===== src/rtl/mux_d_if.sv =====
// Bus bundle for mux_d: enable, four data inputs and select in; registered data, valid and select out.
// o_par is present only when MUX_D_PARITY_EN is defined.
interface mux_d_if #(
    parameter int width  = 4,
    parameter int swidth = 2
);
    logic              en;
    logic [width-1:0]  i0;
    logic [width-1:0]  i1;
    logic [width-1:0]  i2;
    logic [width-1:0]  i3;
    logic [swidth-1:0] sel;
    logic [width-1:0]  o;
    logic              o_valid;
    logic [swidth-1:0] o_sel;
`ifdef MUX_D_PARITY_EN
    logic              o_par;
`endif

`ifdef MUX_D_PARITY_EN
    modport master (
        output en, i0, i1, i2, i3, sel,
        input  o, o_valid, o_sel, o_par
    );
    modport slave (
        input  en, i0, i1, i2, i3, sel,
        output o, o_valid, o_sel, o_par
    );
`else
    modport master (
        output en, i0, i1, i2, i3, sel,
        input  o, o_valid, o_sel
    );
    modport slave (
        input  en, i0, i1, i2, i3, sel,
        output o, o_valid, o_sel
    );
`endif
endinterface


===== src/rtl/mux_d.sv =====
// Registered 4:1 multiplexer with one-cycle latency, capture enable and a valid strobe.
// Optional macro MUX_D_PARITY_EN adds o_par, the XOR-reduction of the captured word.
module mux_d #(
    parameter int width  = 4,
    parameter int swidth = 2
) (
    input  logic     clk,
    input  logic     rst,
    mux_d_if.slave   bus
);

    generate
        if (swidth != 2) begin : g_bad_swidth
            $error("mux_d: swidth must be 2 for four inputs");
        end
        if (width < 1) begin : g_bad_width
            $error("mux_d: width must be at least 1");
        end
    endgenerate

    logic [width-1:0]  pick;
    logic [width-1:0]  o_q;
    logic              valid_q;
    logic [swidth-1:0] sel_q;
    logic              par_q;

    // Every sel value is decoded, so the leading assignment only keeps the block latch-free.
    always_comb begin
        pick = bus.i0;
        case (bus.sel)
            2'd0: pick = bus.i0;
            2'd1: pick = bus.i1;
            2'd2: pick = bus.i2;
            2'd3: pick = bus.i3;
        endcase
    end

    // Reset wins over enable; without enable the data holds but the strobe drops.
    always_ff @(posedge clk) begin
        if (rst) begin
            o_q     <= '0;
            valid_q <= 1'b0;
            sel_q   <= '0;
            par_q   <= 1'b0;
        end else begin
            valid_q <= bus.en;
            if (bus.en) begin
                o_q   <= pick;
                sel_q <= bus.sel;
                par_q <= ^pick;
            end
        end
    end

    assign bus.o       = o_q;
    assign bus.o_valid = valid_q;
    assign bus.o_sel   = sel_q;
`ifdef MUX_D_PARITY_EN
    assign bus.o_par   = par_q;
`else
    logic unused_par;
    assign unused_par = par_q;
`endif

endmodule


===== src/flat_wrapper.sv =====
// flat-port wrapper written by rule: the top's interface ports become plain ports
module mux_d_flat 
#(
    parameter int width  = 4,
    parameter int swidth = 2
)
  (clk, rst, bus_en, bus_i0, bus_i1, bus_i2, bus_i3, bus_sel, bus_o, bus_o_valid, bus_o_sel);
  mux_d_if #(.width(width), .swidth(swidth)) bus_i ();
  input  logic clk;
  input  logic rst;
  input wire logic [$bits(bus_i.en)-1:0] bus_en;
  input wire logic [$bits(bus_i.i0)-1:0] bus_i0;
  input wire logic [$bits(bus_i.i1)-1:0] bus_i1;
  input wire logic [$bits(bus_i.i2)-1:0] bus_i2;
  input wire logic [$bits(bus_i.i3)-1:0] bus_i3;
  input wire logic [$bits(bus_i.sel)-1:0] bus_sel;
  output wire logic [$bits(bus_i.o)-1:0] bus_o;
  output wire logic [$bits(bus_i.o_valid)-1:0] bus_o_valid;
  output wire logic [$bits(bus_i.o_sel)-1:0] bus_o_sel;
  assign bus_i.en = bus_en;
  assign bus_i.i0 = bus_i0;
  assign bus_i.i1 = bus_i1;
  assign bus_i.i2 = bus_i2;
  assign bus_i.i3 = bus_i3;
  assign bus_i.sel = bus_sel;
  assign bus_o = bus_i.o;
  assign bus_o_valid = bus_i.o_valid;
  assign bus_o_sel = bus_i.o_sel;
  mux_d #(.width(width), .swidth(swidth)) u_core (.clk(clk), .rst(rst), .bus(bus_i));
endmodule

===== config.mk =====
export PLATFORM = sky130hd
export DESIGN_NAME = mux_d_flat
export DESIGN_NICKNAME = d
export VERILOG_FILES = /design/src/rtl/mux_d_if.sv /design/src/rtl/mux_d.sv /design/src/flat_wrapper.sv
export SDC_FILE = /design/constraint.sdc
export NUM_CORES = 1
export LEC_CHECK = 0
export CORE_AREA = 3 3 40 42
export CTS_CLUSTER_DIAMETER = 80
export CTS_CLUSTER_SIZE = 14
export DETAILED_ROUTE_END_ITERATION = 16
export DIE_AREA = 0 0 43 45
export PLACE_DENSITY = 0.75
export SETUP_SLACK_MARGIN = 0.05
export SYNTH_ARGS = -nofsm -noshare
export SYNTH_HDL_FRONTEND = slang
export SYNTH_SLANG_ARGS = --single-unit
export TNS_END_PERCENT = 50

===== constraint.sdc =====
create_clock -name clk -period 1.1 [get_ports clk]
set_input_delay 0.11 -clock clk [delete_from_list [all_inputs] [get_ports clk]]
set_output_delay 0.11 -clock clk [all_outputs]
set_load 0.02 [all_outputs]

* After elaboration in Yosys (flattened, before gate mapping)
Cells that the tools add are included.
Widths: inputs -> output; s select.
** Storage, ports and cells
- Register bits after elaboration :: 7
** Operators by class
- Equality and inequality tests :: 3
- Muxes and demuxes :: 1
- Reductions and logical operators :: 1
** Operators with widths (number)
- $pmux 4 s4 :: 1
- $eq 2x2->1 const B :: 2
- $eq 2x1->1 const B :: 1
- $logic_not 2->1 :: 1

* Longest topological paths before layout
- Depth in word-level cells :: 2
- Mapped depth :: 3
- Gate-level depth less buffers :: 2

* Worst setup path before layout
No wires, ideal clock.
- Path kind :: register -> register
- Start point :: register, netlist name u_core.bus.o[2]
- End point :: register u_core.o_q[2], in the netlist u_core.bus.o[2]
- Arrival :: 0.939 ns
- Path slack :: 0.083 ns
- Cell stages (with the launch flop) :: 3
- Path buffers :: 0
- Clock period less this slack :: 1.017 ns
- Cells stage by stage :: dfxtp_1 -> or3b_2 -> o221ai_2
** RTL lines
- end signal: assignment :: line mux_d.sv:48 : o_q <= pick;
- end: declaration :: line mux_d.sv:22 : logic [width-1:0] o_q;

* Worst setup path in the final report
- Start point :: input bus_sel[1]
- End point :: register u_core.o_q[0], in the netlist u_core.bus.o[0]
** On the way
- Cells in the longest elaborated chain, start to end :: 2
** Ends and longest elaborated chain
- start: declaration :: line flat_wrapper.sv:16 : input wire logic [$bits(bus_i.sel)-1:0] bus_sel;
- $eq 2x2->1, or another cell as far along :: line mux_d.sv:30 : case (bus.sel)
- $pmux 4 s4 (*) :: line mux_d.sv:30
Mark *: on every way between the ends. The rest lies on a longest branch, timed or not.
A chain may end at the register's enable or synchronous reset.

==> results.sh <==
export IMPL_drtAntennaViolNets=0
export IMPL_dp_cells=76
export IMPL_cp_arrival_ns=1.14
export IMPL_synth_cell_type_count=11
export IMPL_antenna_cells=0
export IMPL_yosysSeqAreaShare_pct=38.75
export IMPL_crit_path_end_kind="register"
export IMPL_tightestPinTransition_ns=0.2569
export IMPL_cp_slowest_cell="clkdlybuf4s50_1"
export IMPL_leakage_nw=0.3033
export IMPL_vias=374
export IMPL_grt_pass1_vias=408
export IMPL_overflow=0
export IMPL_clockPowerShare_pct=32.9
export IMPL_final_cell_mix="clkdlybuf4s50_1 (18), mux2i_1 (10), dfxtp_1 (7)"
export IMPL_period_needed_ns=1.018
export IMPL_dr_pass1_iters=2
export IMPL_whs_ns=0.3317
export IMPL_ys_seq_elements=7
export IMPL_setup_viol=0
export IMPL_synthCells=32
export IMPL_final_hold_violation_count=0
export IMPL_ios=28
export IMPL_cts_tree="done"
export IMPL_ir_drop_v=0.0004919
export IMPL_fmax_ghz=0.9823
export IMPL_pwr_share_seq_pct=39.8
export IMPL_cts_htree_levels=1
export IMPL_coreArea_sq_um=1285
export IMPL_row_count=13
export IMPL_final_common_cell="clkdlybuf4s50_1"
export IMPL_place_congestion=0.6361
export IMPL_power_mw=0.7011
export IMPL_die_w_um=43
export IMPL_cts_hold_buffers=0
export IMPL_n_fill_cell=117
export IMPL_die_y_um=45
export IMPL_syn_to_final_growth_pct=89.97
export IMPL_cts_buffers=3
export IMPL_fin_nets=87
export IMPL_stdcell_count=80
export IMPL_io_buffers=27
export IMPL_cts_root_buf="clkbuf_4"
export IMPL_dp_hpwl_um=791.4
export IMPL_grt_setup_unrepaired="yes"
export IMPL_outcome="finished, final reports clean"
export IMPL_clock_skew_ns=0
export IMPL_drive_gt1_share_pct=20.00
export IMPL_clk_pin_slew_ns=0.05
export IMPL_clock_sinks=7
export IMPL_max_cap_violations=0
export IMPL_required_ns=1.22
export IMPL_floorplan_initialDensity_pct=28.14
export IMPL_wl_um=967
export IMPL_grt_pass1_wl_mm=1.573
export IMPL_wire_per_inst_um=12.09
export IMPL_crit_chain="clkdlybuf4s50_1 -> buf_4 -> mux2i_1 -> o221ai_1"
export IMPL_drc=0
export IMPL_synth_warning_count=0
export IMPL_syn_cell_area_sq_um=361.6
export IMPL_viasPerCell=4.675
export IMPL_min_path_type="primary input to register"
export IMPL_p_comb_share_pct=27.2
export IMPL_cp_start_kind="primary input"
export IMPL_synth_nets=53
export IMPL_clockBufferDepth=2
export IMPL_drt_iter0_drc=4
export IMPL_fin_crit_sh_pct=92.55
export IMPL_syn_avg_cell_area_sq_um=11.30
export IMPL_cellInternalPower_mw=0.5287
export IMPL_path_max_fanout=5
export IMPL_sw_frac_of_total_pct=24.60
export IMPL_crit_type="primary input to register"
export IMPL_p_switching_mw=0.1724
export IMPL_relSlewSlack_pct=82.87
export IMPL_cpPeakStageDelay_ns=0.52
export IMPL_grt_usage_pct=11.18
export IMPL_power_density_nw_per_um2=1021
export IMPL_grt_max_degree=10
export IMPL_die_area_sq_um=1935
export IMPL_fin_setup_tns_ns=0
export IMPL_fin_util_pct=53.46
export IMPL_drv_slew=0
export IMPL_clock_latency_ns=0.25
export IMPL_antenna_found_initial=0
critical path: cells and delay by family:
kind	cells	cell delay, ns
buffers and inverters	2	0.70
AOI/OAI and AO/OA	1	0.14
muxes	1	0.19
per-stage QoR:
stage | area, sq um | worst slack (ns)
detailed placement | 668.1 | -0.2900
global route | 686.9 | 0.04069
global placement | 668.1 | -0.2871
floorplan | 361.6 | 0.08261
CTS | 683.2 | 0.05687
finish | 686.9 | 0.08195
final timing paths:
path	slack (ns)	end	depth (start not counted)	from
max	0.08	u_core.bus.o[0]$_SDFFE_PP0P_	4	bus_sel[1]
min	0.33	u_core.bus.o_sel[0]$_SDFFE_PP0P_	2	rst
max reg2reg	0.16	u_core.bus.o[1]$_SDFFE_PP0P_	2	u_core.bus.o[1]$_SDFFE_PP0P_
min reg2reg	0.49	u_core.bus.o_sel[0]$_SDFFE_PP0P_	2	u_core.bus.o_sel[0]$_SDFFE_PP0P_
flip-flops by register name, indices dropped and copies added (netlist names):
| register | cells |
|---|---|
| u_core.bus.o_sel | 2 |
| u_core.bus.o_valid | 1 |
| u_core.bus.o | 4 |
cell families (layout without fill, tap and decap cells):
family | Yosys count | in the layout | share of synthesized area [%]
and+or+nand+nor | 9 | 9 | 18.69
buffers and inverters | 2 | 35 | 3.460
muxes | 10 | 10 | 27.68
AOI/OAI and AO/OA | 4 | 4 | 11.42
DFF | 7 | 7 | 38.75
what timing repair did:
item,4_1_cts,5_1_grt
resized for setup,9,3
pin swaps,0,0
endpoints found under the setup margin,11,7
buffers inserted,0,0
layout make-up:
class	count	area, sq um	share of cell area (%)
clock buffer	4	26.28	3.825
multi-input combinational	23	209.0	30.42
sequential	7	140.1	20.40
tap	15	18.77	2.732
timing repair buffer	31	292.8	42.62
power groups by stage:
stage	Clock, mW	Sequential [mW]	Combinational, mW
CTS	0.243	0.280	0.191
floorplan	0	0.306	0.0588
global placement	0	0.285	0.203
global route	0.254	0.282	0.203
detailed placement	0	0.285	0.205
finish	0.231	0.279	0.191
synthesized netlist by cell type:
library cell	n	area, sq um
nor2_1	2	7.510
or3b_4	1	11.26
dfxtp_1	7	140.1
or3b_2	4	35.03
buf_2	1	5.000
nand3b_1	1	7.510
buf_4	1	7.510
mux2i_1	10	100.1
nor2b_1	1	6.260
o221ai_1	3	26.28
o221ai_2	1	15.01
metal layers:
| layer | part of all wire, % | global-route usage, % |
|---|---|---|
| met3 | 7.4 | 6.375 |
| met5 | 0 | 0 |
| met4 | 0 | 3.614 |
| met1 | 39 | 9.927 |
| met2 | 54 | 21.26 |
Note: power is estimated with default switching activity, not from simulation.
